<file path="src/rtl/ysyx_23060184_lsu_ctrl.sv">
//----------------------------------------------------------------------------
// Module  : ysyx_23060184_lsu_ctrl
// Brief   : Load/store unit controller between execute and writeback.
//           Issues one word-aligned memory request per load/store, forms
//           byte strobes and replicated store data, and extends load data.
//           Optional macro YSYX_23060184_LSU_MISALIGN_EN enables trapping of
//           misaligned halfword/word accesses (reported on misalign_err).
// Revision: 1.0 - initial release
//----------------------------------------------------------------------------
`default_nettype none

module ysyx_23060184_lsu_ctrl (
  input  logic        clk,
  input  logic        rstn,
  // execute-side handshake
  input  logic        Evalid,
  output logic        Mready,
  input  logic        MemRead,
  input  logic        MemWrite,
  input  logic [2:0]  Funct3,
  input  logic [31:0] ALUResult,
  input  logic [31:0] WriteData,
  // writeback-side handshake
  output logic        Mvalid,
  input  logic        Wready,
  output logic [31:0] ReadData,
  output logic        misalign_err,
  // memory request / response
  output logic        mem_req_valid,
  input  logic        mem_req_ready,
  output logic        mem_we,
  output logic [31:0] mem_addr,
  output logic [31:0] mem_wdata,
  output logic [3:0]  mem_wstrb,
  input  logic        mem_rsp_valid,
  input  logic [31:0] mem_rdata
);

  typedef enum logic [1:0] {
    S_IDLE = 2'd0,
    S_REQ  = 2'd1,
    S_RESP = 2'd2,
    S_HOLD = 2'd3
  } state_e;

  state_e      state_q;
  logic        mready_q;
  logic        mvalid_q;
  logic        req_valid_q;
  logic        we_q;
  logic [31:0] addr_q;
  logic [31:0] wdata_q;
  logic [3:0]  wstrb_q;
  logic [31:0] rdata_q;
  logic        misalign_q;
  logic        load_q;
  logic [2:0]  funct3_q;
  logic [1:0]  off_q;

  logic [3:0]  strb_d;
  logic [31:0] wdata_d;
  logic [7:0]  byte_d;
  logic [15:0] half_d;
  logic [31:0] load_d;
  logic        misalign_d;

  // Store lane strobes and replicated store data from the incoming access
  always_comb begin
    strb_d  = 4'b1111;
    wdata_d = WriteData;
    case (Funct3[1:0])
      2'b00: begin
        strb_d  = 4'b0001 << ALUResult[1:0];
        wdata_d = {4{WriteData[7:0]}};
      end
      2'b01: begin
        strb_d  = 4'b0011 << {ALUResult[1], 1'b0};
        wdata_d = {2{WriteData[15:0]}};
      end
      default: begin
        strb_d  = 4'b1111;
        wdata_d = WriteData;
      end
    endcase
  end

  // Extract and extend the addressed byte/half from the response word
  always_comb begin
    byte_d = mem_rdata[{off_q, 3'b000} +: 8];
    half_d = mem_rdata[{off_q[1], 4'b0000} +: 16];
    case (funct3_q)
      3'b000:  load_d = {{24{byte_d[7]}}, byte_d};
      3'b001:  load_d = {{16{half_d[15]}}, half_d};
      3'b100:  load_d = {24'd0, byte_d};
      3'b101:  load_d = {16'd0, half_d};
      default: load_d = mem_rdata;
    endcase
  end

`ifdef YSYX_23060184_LSU_MISALIGN_EN
  // Misaligned halfword (odd address) or word (not 4-aligned) memory access
  assign misalign_d = (MemRead | MemWrite) &&
                      (((Funct3[1:0] == 2'b01) && ALUResult[0]) ||
                       ((Funct3[1:0] == 2'b10) && (ALUResult[1:0] != 2'b00)));
`else
  assign misalign_d = 1'b0;
`endif

  // Control FSM with all interface outputs registered
  always_ff @(posedge clk) begin
    if (!rstn) begin
      state_q     <= S_IDLE;
      mready_q    <= 1'b1;
      mvalid_q    <= 1'b0;
      req_valid_q <= 1'b0;
      we_q        <= 1'b0;
      addr_q      <= 32'd0;
      wdata_q     <= 32'd0;
      wstrb_q     <= 4'd0;
      rdata_q     <= 32'd0;
      misalign_q  <= 1'b0;
      load_q      <= 1'b0;
      funct3_q    <= 3'd0;
      off_q       <= 2'd0;
    end else begin
      case (state_q)
        S_IDLE: begin
          if (Evalid) begin
            mready_q <= 1'b0;
            funct3_q <= Funct3;
            off_q    <= ALUResult[1:0];
            load_q   <= MemRead & ~MemWrite;
            addr_q   <= {ALUResult[31:2], 2'b00};
            wdata_q  <= wdata_d;
            if (misalign_d) begin
              state_q    <= S_HOLD;
              mvalid_q   <= 1'b1;
              misalign_q <= 1'b1;
              rdata_q    <= 32'd0;
            end else if (MemRead | MemWrite) begin
              state_q     <= S_REQ;
              req_valid_q <= 1'b1;
              we_q        <= MemWrite;
              wstrb_q     <= MemWrite ? strb_d : 4'd0;
            end else begin
              state_q  <= S_HOLD;
              mvalid_q <= 1'b1;
              rdata_q  <= 32'd0;
            end
          end
        end
        S_REQ: begin
          // A response coinciding with the accept is not consumed here
          if (mem_req_ready) begin
            state_q     <= S_RESP;
            req_valid_q <= 1'b0;
            we_q        <= 1'b0;
            wstrb_q     <= 4'd0;
          end
        end
        S_RESP: begin
          if (mem_rsp_valid) begin
            state_q  <= S_HOLD;
            mvalid_q <= 1'b1;
            rdata_q  <= load_q ? load_d : 32'd0;
          end
        end
        S_HOLD: begin
          if (Wready) begin
            state_q    <= S_IDLE;
            mvalid_q   <= 1'b0;
            mready_q   <= 1'b1;
            misalign_q <= 1'b0;
          end
        end
        default: begin
          state_q <= S_IDLE;
        end
      endcase
    end
  end

  assign Mready        = mready_q;
  assign Mvalid        = mvalid_q;
  assign ReadData      = rdata_q;
  assign misalign_err  = misalign_q;
  assign mem_req_valid = req_valid_q;
  assign mem_we        = we_q;
  assign mem_addr      = addr_q;
  assign mem_wdata     = wdata_q;
  assign mem_wstrb     = wstrb_q;

endmodule

`default_nettype wire

</file>
<file path="config.mk">
export PLATFORM = sky130hd
export DESIGN_NAME = ysyx_23060184_lsu_ctrl
export DESIGN_NICKNAME = d
export VERILOG_FILES = /design/src/rtl/ysyx_23060184_lsu_ctrl.sv
export SDC_FILE = /design/constraint.sdc
export NUM_CORES = 1
export LEC_CHECK = 0
export ABC_AREA = 1
export CORE_AREA = 3 3 109 111
export CTS_CLUSTER_DIAMETER = 60
export DETAILED_ROUTE_END_ITERATION = 10
export DIE_AREA = 0 0 112 114
export GPL_ROUTABILITY_DRIVEN = 0
export PLACE_DENSITY = 0.85
export SYNTH_ARGS = -nofsm -noshare
export SYNTH_HDL_FRONTEND = slang
export SYNTH_SLANG_ARGS = --single-unit
</file>
<file path="constraint.sdc">
create_clock -name clk -period 3.05 [get_ports clk]
set_input_delay 0.4575 -clock clk [delete_from_list [all_inputs] [get_ports clk]]
set_output_delay 0.4575 -clock clk [all_outputs]
set_load 0.02 [all_outputs]
</file>
==> impl_metrics.csv, run 1 <==
group,metric,value,unit
outcome,status,"finished, final reports clean",
route,drt_pass1_iterations,5,
synthesis,avgSynthCellArea,7.14,um2
cells_and_area,drive_gt1_frac,0.0846,
timing,hold_ws,470,ps
clock_network,cts.clk_slew.worst_paths,100,ps
worst_hold_path,hold_start,"ReadData[24]$_SDFFE_PN0P_",
global_route,grt_pass1_wl,25.7,mm
cells_and_area,nFillCells,944,
cells_and_area,nNetsFinal,1016,
critical_path,cp_slowest_cell,"dfxtp_1",
critical_path,timing.rr.start,"funct3_q[1]$_SDFFE_PN0P_",
synthesis,synth_ff_type,"dfxtp_1",
clock_network,post_cts_buffers,0,
floorplan,num_io_pins,212,
pwr,pwr-share-comb,0.481,
route,vias,5386,
synthesis,synth.area.top_cells,"dfxtp_1 43%, nand2_1 11%, nor2_1 8.0%",
global_route,grt_pass1_vias,5230,
synthesis,ys_warn_count,0,
timing,rsz0062_at_grt,"no",
pwr,power.density,700,mW/mm2
worst_hold_path,hold_end,"ReadData[24]$_SDFFE_PN0P_",
run,drv_cap,0,
timing,slew_violations,0,
timing,slew_headroom,0.528,
clock_network,htree_levels,3,
critical_path,cp.required,3300,ps
floorplan,coreArea,0.0109,mm2
synthesis,synth_top_area_frac,0.429,
cells_and_area,diodes,0,
critical_path,path_max_fanout,37,
critical_path,reg2reg_slack,970,ps
critical_path,criticalPathCategory,"flip-flop to flip-flop",
critical_path,r2r-end,"ReadData[22]$_SDFFE_PN0P_",
floorplan,rows,38,
route,drcViolationCount,0,
synthesis,seq_area_frac_synth,0.429,
pwr,pwr-share-clk,0.160,
timing,post-route-min-period,2080,ps
worst_hold_path,worstHoldPathCells,2,
global_route,grt_overflow,0,
clock_network,cts_tree,"yes",
route,ant_nets,0,
route,drtIter0Drc,450,
placement,dpl.hpwl,11.8,mm
pwr,power,0.00520,W
timing,period_share,0.683,
synthesis,ys_types,35,
critical_path,crit_path_cell_trace,"clkinv_4, nand2_4, nor2_4, nand3_4, nand2_4, nand3_1, a21oi_1",
clock_network,clock_latency,370,ps
critical_path,critPathLaunchType,"flip-flop",
floorplan,die_x,112,um
synthesis,syn_area,0.00514,mm2
cells_and_area,regArea,0.00220,mm2
pwr,p_seq_frac,0.359,
clock_network,cts_num_sinks,110,
route,routed_via_density,5.13,
clock_network,cts_buffer_depth,2,
synthesis,ys_ff_latch,110,
timing,tns,0,ps
critical_path,cpMostUsedCell,"nand2_4",
synthesis,yosysTopAreaCell,"dfxtp_1",
route,drt_wl_total,16.1,mm
global_route,antenna_found_initial,0,
pwr,switchingPower,0.00220,W
timing,clock_skew,12.5,ps
timing,finalHoldViolations,0,
pwr,ir_worst_vdd,405,uV
synthesis,synth-edff-count,0,
worst_hold_path,worstHoldPathType,"flip-flop to flip-flop",
synthesis,synthCells,720,
placement,placement.io_buffers,208,
global_route,grt_max_degree,62,
pwr,intPower,0.00300,W
floorplan,initial_core_util,0.472,
critical_path,critical_path_arrival,2330,ps
global_route,grt_usage,0.249,
synthesis,async_reset_ff_frac,0,
clock_network,cts_hold_repair.buffers,0,
pwr,p_sw_frac,0.423,
route,wl_per_cell,15.4,um
critical_path,critPathCaptureType,"flip-flop",
cells_and_area,multi_input_area,0.00245,mm2
pwr,p_leak,2.91,nW
clock_network,ctsResizeCount,0,
critical_path,max_stage_delay,750,ps
floorplan,die_h,114,um
clock_network,clockRootBuffer,"clkbuf_8",
timing,worstMarginPinSlew,708,ps
floorplan,die_area,0.0128,mm2
critical_path,reg2reg_depth,7,
timing,setup_viol,0,
cells_and_area,area_delta_synth_final,44.5,%
timing,timing.fmax,480,MHz
clock_network,cts_buffers,9,
## worst max path at each step
stage,from,end,slack [ps],depth (start not counted)
4_1_cts,funct3_q[1]$_SDFFE_PN0P_,ReadData[22]$_SDFFE_PN0P_,990,7
2_1_floorplan,state_q[0]$_SDFFE_PN0P_,ReadData[20]$_SDFFE_PN0P_,1540,10
5_1_grt,funct3_q[1]$_SDFFE_PN0P_,ReadData[22]$_SDFFE_PN0P_,780,7
3_5_place_dp,Funct3[1],mem_wdata[18]$_SDFFE_PN0P_,780,5
3_3_place_gp,Funct3[1],mem_wdata[21]$_SDFFE_PN0P_,840,5
6_report,funct3_q[1]$_SDFFE_PN0P_,ReadData[22]$_SDFFE_PN0P_,970,7
## flip-flops by register name (all words and copies together) (netlist names)
| name | cells |
|---|---|
| mem_addr | 30 |
| mem_req_valid | 1 |
| Mvalid | 1 |
| Mready | 1 |
| load_q | 1 |
| funct3_q | 3 |
| state_q | 2 |
| ReadData | 32 |
| mem_wstrb | 4 |
| mem_wdata | 32 |
| off_q | 2 |
| mem_we | 1 |
## cells by family (layout without fill, tap and decap cells)
family          Yosys count  in the layout  synth area share
fa+ha+maj                 4              4           0.00974
compound gates          158            158             0.177
other cells               1              3          0.000730
flops                   110            110             0.429
buf+inv                 110            298            0.0960
simple gates            337            337             0.288
## stage by stage
| stage | area, um2 | utilization | setup WS, ps | cells |
|---|---|---|---|---|
| 3_3_place_gp | 7240 | 0.665 | 837 | 1034 |
| 4_1_cts | 7420 | 0.682 | 990 | 1050 |
| 5_1_grt | 7420 | 0.682 | 783 | 1050 |
| 6_report | 7420 | 0.682 | 966 | 1050 |
| 2_1_floorplan | 5140 | - | 1540 | 722 |
| 3_5_place_dp | 7240 | 0.665 | 782 | 1034 |
## cell usage in the layout, fill, tap and decap left out, drive strengths merged, types with 2 or more instances in the layout
cell	n
clkbuf	10
o22ai	8
nand4	4
nand2	157
ha	4
inv	66
buf	10
conb	3
or2	13
dfxtp	110
a21oi	68
nand3	48
o221a	2
o221ai	8
clkdlybuf4s50	208
nor2	113
clkinv	3
o21ai	64
a22oi	7
## metal layers
layer  wire, um  vias up  track usage
li1           -     2697            -
met1       6310     2435        0.289
met2       7680      236        0.433
met3       1920       18       0.0950
met5          0        -            0
met4        223        0       0.0641
## power by group through the flow
| stage | clock network, W | logic, W | registers, W |
|---|---|---|---|
| 6_report | 0.000832 | 0.00250 | 0.00187 |
| 5_1_grt | 0.000917 | 0.00276 | 0.00190 |
| 4_1_cts | 0.000853 | 0.00251 | 0.00187 |
| 3_5_place_dp | 0 | 0.00250 | 0.00190 |
| 3_3_place_gp | 0 | 0.00247 | 0.00189 |
| 2_1_floorplan | 0 | 0.00133 | 0.00217 |
## area by class of cell
cell class                 count  share of cell area
sequential                   110               0.297
inverter                      64              0.0330
clock buffer                  10              0.0172
timing repair buffer         218               0.292
clock inverter                 6             0.00725
tap                          140              0.0236
multi-input combinational    502               0.330
## cells in the mapped netlist (10+ instances only)
| library cell | number |
|---|---|
| inv_1 | 59 |
| dfxtp_1 | 110 |
| buf_2 | 15 |
| a21oi_1 | 58 |
| or2_2 | 13 |
| o21ai_0 | 62 |
| clkbuf_1 | 19 |
| a21oi_2 | 10 |
| nand3_2 | 11 |
| nand2_1 | 153 |
| nor2_1 | 109 |
| nand3_1 | 36 |
## worst max-delay path: cells and delay by family (launching register included)
family | cells | cell delay, ps
AOI/OAI and AO/OA | 1 | 70
and+or+nand+nor | 5 | 770
buffers and inverters | 1 | 390
DFF | 1 | 750
No activity file was read; power rests on OpenSTA's default activity.
==> run 2: changes to the inputs <==
- CORE_AREA: 3 3 109 111 -> 3 3 114 116
- DIE_AREA: 0 0 112 114 -> 0 0 117 119
- PLACE_DENSITY: 0.85 -> 0.79
- clock period: 3.05 -> 2 ns (I/O delays scaled with it)
==> run 2 against run 1 <==
Via count down 0.56%. Total power rose by 64%. Routed wire length is 0.70% higher. Global-route usage down 1.9 points. Non-clock buffer count increased by 8. Worst hold slack lost 7.8 ps. Setup slack worse by 720 ps. Cell count up 1.4%.
==> impl_metrics.csv, run 2 (synthesized netlist as in run 1, its figures left out) <==
group,metric,value,unit
outcome,status,"finished, final reports clean",
global_route,antenna_found_initial,0,
clock_network,htree_levels,3,
global_route,grt_pass1_vias,5080,
clock_network,clockRootBuffer,"clkbuf_16",
worst_hold_path,hold_start,"mem_wdata[18]$_SDFFE_PN0P_",
cells_and_area,nFillCells,1087,
critical_path,max_stage_delay,330,ps
clock_network,post_cts_buffers,0,
global_route,grt_overflow,0,
pwr,p_leak,3.02,nW
timing,slew_violations,0,
pwr,intPower,0.00509,W
timing,clock_skew,6.05,ps
clock_network,cts_tree,"yes",
clock_network,ctsResizeCount,0,
timing,post-route-min-period,1760,ps
clock_network,cts.clk_slew.worst_paths,70,ps
critical_path,cp-startpoint,"state_q[0]$_SDFFE_PN0P_",
pwr,pwr-share-clk,0.203,
pwr,ir_worst_vdd,596,uV
route,vias,5356,
floorplan,die_x,117,um
pwr,pwr-share-comb,0.463,
critical_path,cpLargestDelayFamily,"buffers and inverters",
timing,tns,0,ps
timing,worstMarginPinSlew,600,ps
clock_network,cts_hold_repair.buffers,0,
global_route,grt_pass1_wl,25.5,mm
pwr,p_seq_frac,0.334,
worst_hold_path,worstHoldPathType,"flip-flop to flip-flop",
floorplan,rows,40,
placement,dpl.hpwl,12.1,mm
floorplan,num_io_pins,212,
critical_path,timing.rr.start,"state_q[0]$_SDFFE_PN0P_",
cells_and_area,fin_util,0.636,
cells_and_area,final_common_cell,"clkdlybuf4s50_1",
cells_and_area,nNetsFinal,1024,
critical_path,critPathCaptureType,"flip-flop",
clock_network,cts_buffer_depth,2,
pwr,switchingPower,0.00342,W
clock_network,cts_num_sinks,110,
critical_path,crit_path_cell_trace,"inv_1, ha_1, nand2_2, inv_2, buf_4, nand2_1, o221ai_1, inv_1",
pwr,power.density,1110,mW/mm2
route,routed_via_density,5.03,
route,wl_per_cell,15.2,um
timing,timing.fmax,569,MHz
clock_network,cts_buffers,9,
critical_path,cp_num_buf_inv,4,
run,drv_cap,0,
timing,slew_headroom,0.600,
critical_path,critical_path_arrival,2000,ps
critical_path,cpMostUsedCell,"inv_1",
timing,rsz0062_at_grt,"no",
timing,setup_viol,0,
floorplan,die_area,0.0139,mm2
route,drt_wl_total,16.2,mm
placement,dp_slack,144,ps
cells_and_area,drive_gt1_frac,0.0937,
clock_network,clock_latency,350,ps
pwr,p_sw_frac,0.402,
cells_and_area,diodes,0,
cells_and_area,area_delta_synth_final,48.8,%
timing,finalHoldViolations,0,
route,drcViolationCount,0,
route,ant_nets,0,
floorplan,initial_core_util,0.428,
global_route,grt_max_degree,38,
critical_path,critPathLaunchType,"flip-flop",
timing,period_share,0.879,
global_route,grt_usage,0.230,
timing,hold_ws,462,ps
critical_path,criticalPathCategory,"flip-flop to flip-flop",
route,drtIter0Drc,371,
cells_and_area,mostFrequentLayoutCells,"208 x clkdlybuf4s50_1, 153 x nand2_1, 110 x dfxtp_1",
critical_path,cp.required,2240,ps
critical_path,path_max_fanout,15,
route,drt_pass1_iterations,4,
floorplan,coreArea,0.0120,mm2
placement,placement.io_buffers,208,
floorplan,die_h,119,um
critical_path,cp_slowest_cell,"dfxtp_1",
timing,setup_ws,242,ps
## run 2: power by group through the flow
stage | registers (W) | logic [W] | clock network [W]
2_1_floorplan | 0.00331 | 0.00202 | 0
3_3_place_gp | 0.00287 | 0.00392 | 0
3_5_place_dp | 0.00289 | 0.00393 | 0
4_1_cts | 0.00284 | 0.00395 | 0.00177
5_1_grt | 0.00290 | 0.00432 | 0.00185
6_report | 0.00284 | 0.00394 | 0.00173
## run 2: cell type report
class	instances	area, um2	share of cell area
clock buffers	10	239	0.0313
clock inverters	6	42.5	0.00557
inverters	64	245	0.0321
multi-input cells	502	2450	0.321
flip-flops and latches	110	2200	0.288
well taps	147	184	0.0241
repair buffers	226	2280	0.298
## run 2: path summary, 6_finish.rpt
kind / end / slack, ps / cells past startpoint
worst max-delay path: mem_wdata[11]$_SDFFE_PN0P_ / 240 / 8
worst max register to register: mem_wdata[11]$_SDFFE_PN0P_ / 240 / 8
worst min-delay path: mem_wdata[18]$_SDFFE_PN0P_ / 460 / 2
worst min register to register: mem_wdata[18]$_SDFFE_PN0P_ / 460 / 2
## run 2: worst reg2reg max path: cells and delay by family (launching register included)
kind	cells	cell delay (ps)
simple gates	2	280
flops	1	330
buf+inv	4	610
compound gates	1	140
fa+ha+maj	1	290
## run 2: layer usage
metal	vias up	GRT usage	part of all wire	wire length (um)
li1	2705	-	-	-
met3	26	0.101	0.12	1900
met2	215	0.368	0.46	7440
met1	2410	0.273	0.40	6500
met4	0	0.0796	0.024	393
met5	-	0	0	0
## run 2: per-stage QoR
stage	instance area [um2]	std cells	power, W
2_1_floorplan	5140	722	0.00533
3_3_place_gp	7360	1049	0.00680
3_5_place_dp	7360	1049	0.00682
4_1_cts	7640	1065	0.00856
5_1_grt	7640	1065	0.00907
6_report	7640	1065	0.00851
